==> src/rtl/controlador_carga_instrucoes_pkg.sv <==
// Shared state encoding and default widths for the instruction loader.
package controlador_carga_instrucoes_pkg;

    localparam int DEFAULT_DATA_WIDTH = 32;
    localparam int DEFAULT_ADDR_WIDTH = 12;

    typedef enum logic [2:0] {
        ST_IDLE   = 3'd0,
        ST_LOAD   = 3'd1,
        ST_VERIFY = 3'd2,
        ST_RUN    = 3'd3,
        ST_ERROR  = 3'd4
    } state_t;

endpackage

==> src/rtl/controlador_carga_instrucoes_acumulador_checksum.sv <==
// XOR accumulator; clear wins over enable.
module acumulador_checksum
    import controlador_carga_instrucoes_pkg::*;
#(
    parameter int WIDTH = DEFAULT_DATA_WIDTH
) (
    input  logic             clk,
    input  logic             reset,
    input  logic             clear,
    input  logic             enable,
    input  logic [WIDTH-1:0] data,
    output logic [WIDTH-1:0] sum
);

    // Running XOR of every enabled word since the last clear.
    always_ff @(posedge clk) begin
        if (reset || clear) begin
            sum <= '0;
        end else if (enable) begin
            sum <= sum ^ data;
        end
    end

endmodule

==> src/rtl/controlador_carga_instrucoes.sv <==
// Loads a program image through memory port B, verifies it by XOR checksum
// readback, then releases the core to fetch through port A.
module controlador_carga_instrucoes
    import controlador_carga_instrucoes_pkg::*;
#(
    parameter int DATA_WIDTH = DEFAULT_DATA_WIDTH,
    parameter int ADDR_WIDTH = DEFAULT_ADDR_WIDTH,
    parameter int BASE_ADDR  = 0
) (
    input  logic                  clk,
    input  logic                  reset,
    input  logic                  load_start,
    input  logic                  load_valid,
    input  logic [DATA_WIDTH-1:0] load_data,
    input  logic                  load_last,
    output logic                  load_ready,
    input  logic [ADDR_WIDTH-1:0] pc,
    input  logic                  fetch_en,
    output logic [DATA_WIDTH-1:0] instr,
    output logic                  instr_valid,
    output logic                  core_stall,
    output logic [ADDR_WIDTH-1:0] mem_addr_a,
    output logic                  mem_we_a,
    input  logic [DATA_WIDTH-1:0] mem_q_a,
    output logic [ADDR_WIDTH-1:0] mem_addr_b,
    output logic [DATA_WIDTH-1:0] mem_data_b,
    output logic                  mem_we_b,
    input  logic [DATA_WIDTH-1:0] mem_q_b,
    output logic [ADDR_WIDTH:0]   word_count,
    output logic                  load_done,
    output logic                  load_error
);

    localparam logic [ADDR_WIDTH-1:0] BASE      = ADDR_WIDTH'(BASE_ADDR);
    localparam logic [ADDR_WIDTH:0]   LAST_SLOT = {1'b0, {ADDR_WIDTH{1'b1}}};

    state_t                state, state_next;
    logic [ADDR_WIDTH:0]   pointer;
    logic                  rd_valid;
    logic                  clear;
    logic                  accept;
    logic                  rd_issue;
    logic [DATA_WIDTH-1:0] load_sum;
    logic [DATA_WIDTH-1:0] rb_sum;
    logic [DATA_WIDTH-1:0] rb_final;

    assign mem_addr_a = pc;
    assign mem_we_a   = 1'b0;
    assign instr      = instr_valid ? mem_q_a : '0;

    // The last readback word is folded in combinationally so the compare
    // happens in the same cycle it returns, keeping VERIFY at word_count+1.
    assign rb_final = rb_sum ^ (rd_valid ? mem_q_b : '0);

    acumulador_checksum #(.WIDTH(DATA_WIDTH)) u_sum_load (
        .clk    (clk),
        .reset  (reset),
        .clear  (clear),
        .enable (accept),
        .data   (load_data),
        .sum    (load_sum)
    );

    acumulador_checksum #(.WIDTH(DATA_WIDTH)) u_sum_leitura (
        .clk    (clk),
        .reset  (reset),
        .clear  (clear),
        .enable (rd_valid),
        .data   (mem_q_b),
        .sum    (rb_sum)
    );

    // State register.
    always_ff @(posedge clk) begin
        if (reset) begin
            state <= ST_IDLE;
        end else begin
            state <= state_next;
        end
    end

    // Next-state logic and memory port B / handshake outputs.
    always_comb begin
        state_next = state;
        load_ready = 1'b0;
        core_stall = 1'b1;
        mem_we_b   = 1'b0;
        mem_addr_b = '0;
        mem_data_b = '0;
        clear      = 1'b0;
        accept     = 1'b0;
        rd_issue   = 1'b0;
        case (state)
            ST_IDLE: begin
                if (load_start) begin
                    state_next = ST_LOAD;
                    clear      = 1'b1;
                end
            end
            ST_LOAD: begin
                load_ready = 1'b1;
                if (load_valid) begin
                    accept     = 1'b1;
                    mem_we_b   = 1'b1;
                    mem_addr_b = BASE + word_count[ADDR_WIDTH-1:0];
                    mem_data_b = load_data;
                    if (load_last) begin
                        state_next = ST_VERIFY;
                    end else if (word_count == LAST_SLOT) begin
                        state_next = ST_ERROR;
                    end
                end
            end
            ST_VERIFY: begin
                if (pointer < word_count) begin
                    rd_issue   = 1'b1;
                    mem_addr_b = BASE + pointer[ADDR_WIDTH-1:0];
                end else if (rb_final == load_sum) begin
                    state_next = ST_RUN;
                end else begin
                    state_next = ST_ERROR;
                end
            end
            ST_RUN: begin
                core_stall = 1'b0;
                if (load_start) begin
                    state_next = ST_LOAD;
                    clear      = 1'b1;
                end
            end
            ST_ERROR: begin
                if (load_start) begin
                    state_next = ST_LOAD;
                    clear      = 1'b1;
                end
            end
            default: state_next = ST_IDLE;
        endcase
    end

    // Counters, readback pointer, status flags and fetch-valid pipeline.
    always_ff @(posedge clk) begin
        if (reset) begin
            word_count  <= '0;
            pointer     <= '0;
            rd_valid    <= 1'b0;
            load_done   <= 1'b0;
            load_error  <= 1'b0;
            instr_valid <= 1'b0;
        end else begin
            instr_valid <= fetch_en && (state == ST_RUN);
            rd_valid    <= rd_issue;
            if (clear) begin
                word_count <= '0;
                load_done  <= 1'b0;
                load_error <= 1'b0;
            end else begin
                if (accept) begin
                    word_count <= word_count + 1'b1;
                end
                if (state == ST_VERIFY && state_next == ST_RUN) begin
                    load_done <= 1'b1;
                end
                if (state != ST_ERROR && state_next == ST_ERROR) begin
                    load_error <= 1'b1;
                end
            end
            if (state != ST_VERIFY) begin
                pointer <= '0;
            end else if (rd_issue) begin
                pointer <= pointer + 1'b1;
            end
        end
    end

endmodule

==> config.mk <==
export PLATFORM = sky130hd
export DESIGN_NAME = controlador_carga_instrucoes
export DESIGN_NICKNAME = d
export VERILOG_FILES = /design/src/rtl/controlador_carga_instrucoes_pkg.sv /design/src/rtl/controlador_carga_instrucoes_acumulador_checksum.sv /design/src/rtl/controlador_carga_instrucoes.sv
export SDC_FILE = /design/constraint.sdc
export NUM_CORES = 1
export LEC_CHECK = 0
export CORE_ASPECT_RATIO = 0.8
export CORE_UTILIZATION = 25
export DETAILED_ROUTE_END_ITERATION = 10
export PLACE_DENSITY_LB_ADDON = 0.25
export SYNTH_ARGS = -nofsm -noshare
export SYNTH_HDL_FRONTEND = slang
export SYNTH_HIERARCHICAL = 1
export SYNTH_SLANG_ARGS = --single-unit
export TNS_END_PERCENT = 100
==> constraint.sdc <==
create_clock -name clk -period 2.5 [get_ports clk]
set_clock_uncertainty 0.1 [all_clocks]
set_input_delay 0.375 -clock clk [delete_from_list [all_inputs] [get_ports clk]]
set_output_delay 0.375 -clock clk [all_outputs]
set_load 0.01 [all_outputs]
==> summary.txt <==
Logic synthesis
  – Largest area contributor in the netlist: dfxtp_1
  – Mapped Cells: 743
  – Cell area after technology mapping: 6875 um2
  – Mux cell area share after synthesis: 0.001456
  – Seq/Total Area, Yosys: 0.2824
  – Ys async rst share: 0
  – Dominant synthesized flop cell: dfxtp_1
  – Synthesis warning total: 6
  – Basic-gate share of the synthesized area counting and, or, nand and nor cells: 0.2655
  – Avg Cell Area, Syn: 9.253 um2
  – Number of distinct library cell variants in the gate-level netlist after synthesis: 54
  – Share of the synthesized area in the top cell type: 0.2824
  – Xor and xnor area share after synthesis: 0.09791
  – Number of enable flip-flop cells after synthesis: 0
  – Area fraction in compound gates after synthesis: 0.2553
  – Register bit total from synthesis: 97
  – Cell types with the largest area share after synthesis: dfxtp_1, a21bo_2, a21oi_2
  – Adder-cell area share of the yosys netlist: 0.02548
  – Syn_nets: 871
  – Largest family of logic cells by synthesized area: simple AND/OR/NAND/NOR gates

Placement
  – Port Buffers: 196
  – DP HPWL: 15540 um
  – Final weighted congestion in routability-driven placement: 0.8201

Critical path
  – Crit path DAT: 2.22 ns
  – Kind of end point of the critical path: output port
  – Critical path type: flop to output port
  – Worst R2R Path Depth: 9
  – Type of origin of the critical path: flop
  – Worst EP required: 2.03 ns
  – Maximum net fanout on the critical path: 6

Layout
  – End-of-flow core utilization: 0.3770
  – Filler instances: 2642
  – Area delta synth->final: 46.19%
  – Layout cell share with drive strength beyond 1: 0.2737
  – Final net count: 1102

Detailed routing
  – Post-Route M1 WL: 10790 um
  – Residual antenna-violating net count after detailed routing: 0
  – Max Used Layer: met4
  – Detailed-routed wire length on met2: 8968 um
  – Post-DR wirelength/cell: 16.01 um
  – Total via count after detailed routing: 6365
  – Mean number of vias per cell: 4.757
  – Detail Route met3 WL: 1334 um
  – Iteration-0 DRC count of the detailed router: 285
  – First drt pass iteration count: 4
  – Number of remaining DRC errors: 0
  – Detailed-route wire length: 21420 um

Global routing
  – Total routing usage reported by global routing: 0.1476
  – Number of antenna violations at the first check in global routing: 2
  – First-pass GRT wire length: 32930 um
  – Largest net degree at the start of global routing: 65
  – Vias in the first global route: 5884
  – Total global routing overflow: 0

Timing
  – Hold violation total from the final report: 0
  – Headroom to the max-slew limit: 0.5438
  – Post-route minimum period: 2.699 ns
  – Final number of max-transition violations: 0
  – Worst Hold Slack: 0.4060 ns
  – Share of the clock period used by the worst path after layout: 1.080
  – Count of final setup violators: 12
  – Transition time at the pin with the least slew margin: 0.6843 ns
  – Final worst-path setup slack: -0.1991 ns
  – Unrepaired setup endpoints after global routing: true
  – Max Fclk: 370.5 MHz

Power and ir drop
  – Combinational cell fraction of total power: 0.189
  – Clock power share: 0.379
  – Switching power summed over all nets: 1.007 mW
  – Pleak: 4.148 nW
  – Max rail drop VDD: 0.3259 mV
  – Total internal power: 2.646 mW
  – Switching part of the total: 0.2756
  – Power density of the placed cells: 363.5 nW/um2
  – Sequential fraction of design power: 0.432

Floorplanning
  – Full die area: 28170 um2
  – Initial core utilization: 0.2579
  – Height of the die: 150.3 um
  – Core ar.: 26660 um2
  – Chip width: 187.4 um
  – Total number of placement rows: 53
  – I/O pin cnt: 222

Outcome
  – Result of the run: complete, but fails checks
  – Violations in the final reports: negative setup slack

Clocking
  – Clock latency on the worst-skew pair: 0.35 ns
  – Htree depth: 3
  – CTS root buffer: clkbuf_16
  – Deepest clock path buffer count: 2
  – Post-cts hold buffer count: 0
  – TritonCTS Buffers: 9
  – Clock slew at reported path FFs: 0.07 ns
  – TritonCTS clock tree: built
  – Sinks on the clock net: 97

Job
  – Reported max-cap violation count: 0

Hold path
  – Path class of the lowest-slack min-delay path: flop to flop
  – Worst Hold Depth: 1
## cells in the final DEF, fill, tap and decap left out, drive strengths merged, types with 35 or more instances in the layout
cell,instances
a21bo,64
a21oi,83
and2,37
and3,40
buf,93
clkdlybuf4s50,151
dfxtp,97
nand3,35
nand3b,65
xnor2,46
## cell type report
cell class / instances / area (um2) / area share
Antenna cell: 2 / 5.005 / 0.0004979
Inverter: 15 / 56.30 / 0.005602
Multi-Input combinational cell: 571 / 4558 / 0.4535
Clock inverter: 5 / 37.54 / 0.003735
Timing Repair Buffer: 280 / 2749 / 0.2735
Sequential cell: 97 / 1956 / 0.1946
Tap cell: 357 / 446.7 / 0.04444
Clock buffer: 11 / 242.7 / 0.02415
## layer usage
metal  vias up  track usage
li1       3167            -
met4         0      0.03902
met1      2982       0.2109
met3        20      0.02960
met2       196       0.2243
met5         -            0
## worst max-delay path, cell delays in order, from the launching register on
cell	delay (ns)
dfxtp_2	0.32
inv_1	0.10
ha_4	0.21
a21o_1	0.15
a21o_1	0.18
a21oi_2	0.17
o221ai_2	0.15
nor2_4	0.17
clkbuf_16	0.17
a22o_1	0.12
buf_2	0.12
## registers in the layout, summed over array words and instances, names as in the netlist
name and cells:
u_sum_leitura/sum 32, u_sum_load/sum 32, pointer 13, word_count 13, state 3, instr_valid 1
load_done 1, load_error 1, rd_valid 1
## through the flow
step | setup slack [ns] | setup TNS, ns | power [mW] | std cells | cell area, um2
2_1_floorplan | 0.01455 | 0 | 1.936 | 743 | 6888
3_3_place_gp | -0.3364 | -5.498 | 2.265 | 1313 | 9507
3_5_place_dp | -0.3715 | -4.983 | 2.271 | 1313 | 9507
4_1_cts | -0.2986 | -3.454 | 3.685 | 1331 | 9813
5_1_grt | -0.3278 | -3.670 | 3.823 | 1337 | 10050
6_report | -0.1991 | -2.120 | 3.653 | 1338 | 10050
## final timing paths
check / startpoint / slack [ns] / to
max reg2reg: word_count[6] / 0.13 / pointer[7]
min: load_done / 0.41 / load_done
max: word_count[6] / -0.20 / mem_addr_b[3]
min reg2reg: load_done / 0.41 / load_done
## cell families after synthesis
group,after synthesis
buffers and inverters,75
multiplexers,1
AND/OR/NAND/NOR,288
other,1
adder cells (fa/ha/maj),14
XOR/XNOR,58
AO/OA/AOI/OAI,209
flip-flops,97
## power by group through the flow
stage	Sequential (mW)	Clock, mW	Combinational (mW)
floorplan	1.61	0	0.324
global placement	1.61	0	0.651
detailed placement	1.62	0	0.656
CTS	1.58	1.44	0.664
global route	1.58	1.49	0.746
finish	1.58	1.38	0.691
## what timing repair did
| item | in CTS | in global routing |
|---|---|---|
| pin swaps | 13 | 14 |
| setup buffers | 1 | 4 |
| gates resized for setup | 61 | 52 |
| gates cloned | 1 | 2 |
| setup endpoints to repair | 54 | 54 |
## synth_stat cells (2+ instances only)
master    instances
nand4b_1         24
and2_1           37
or4_1             9
and4_1            2
o21ai_0          17
inv_1            15
a21oi_1          23
buf_4            20
or2_2             4
a21bo_1           2
o22ai_1           4
nor4_1            2
buf_2             5
xnor3_1          12
xnor2_1          46
nand3b_1         65
nand2b_1          3
a21o_1            6
o31ai_1           9
nor3_1            2
ha_1             14
nor2b_1          12
a22o_1           12
nor2_1           21
or3_1             3
a21bo_2          62
and3_1           40
or2_1             2
nand2_1          15
buf_6            17
clkbuf_1         17
nand3_1          35
dfxtp_1          97
nand4_1           9
a21oi_2          60
nor3b_1           2
Note: power is estimated with default switching activity, not from simulation.
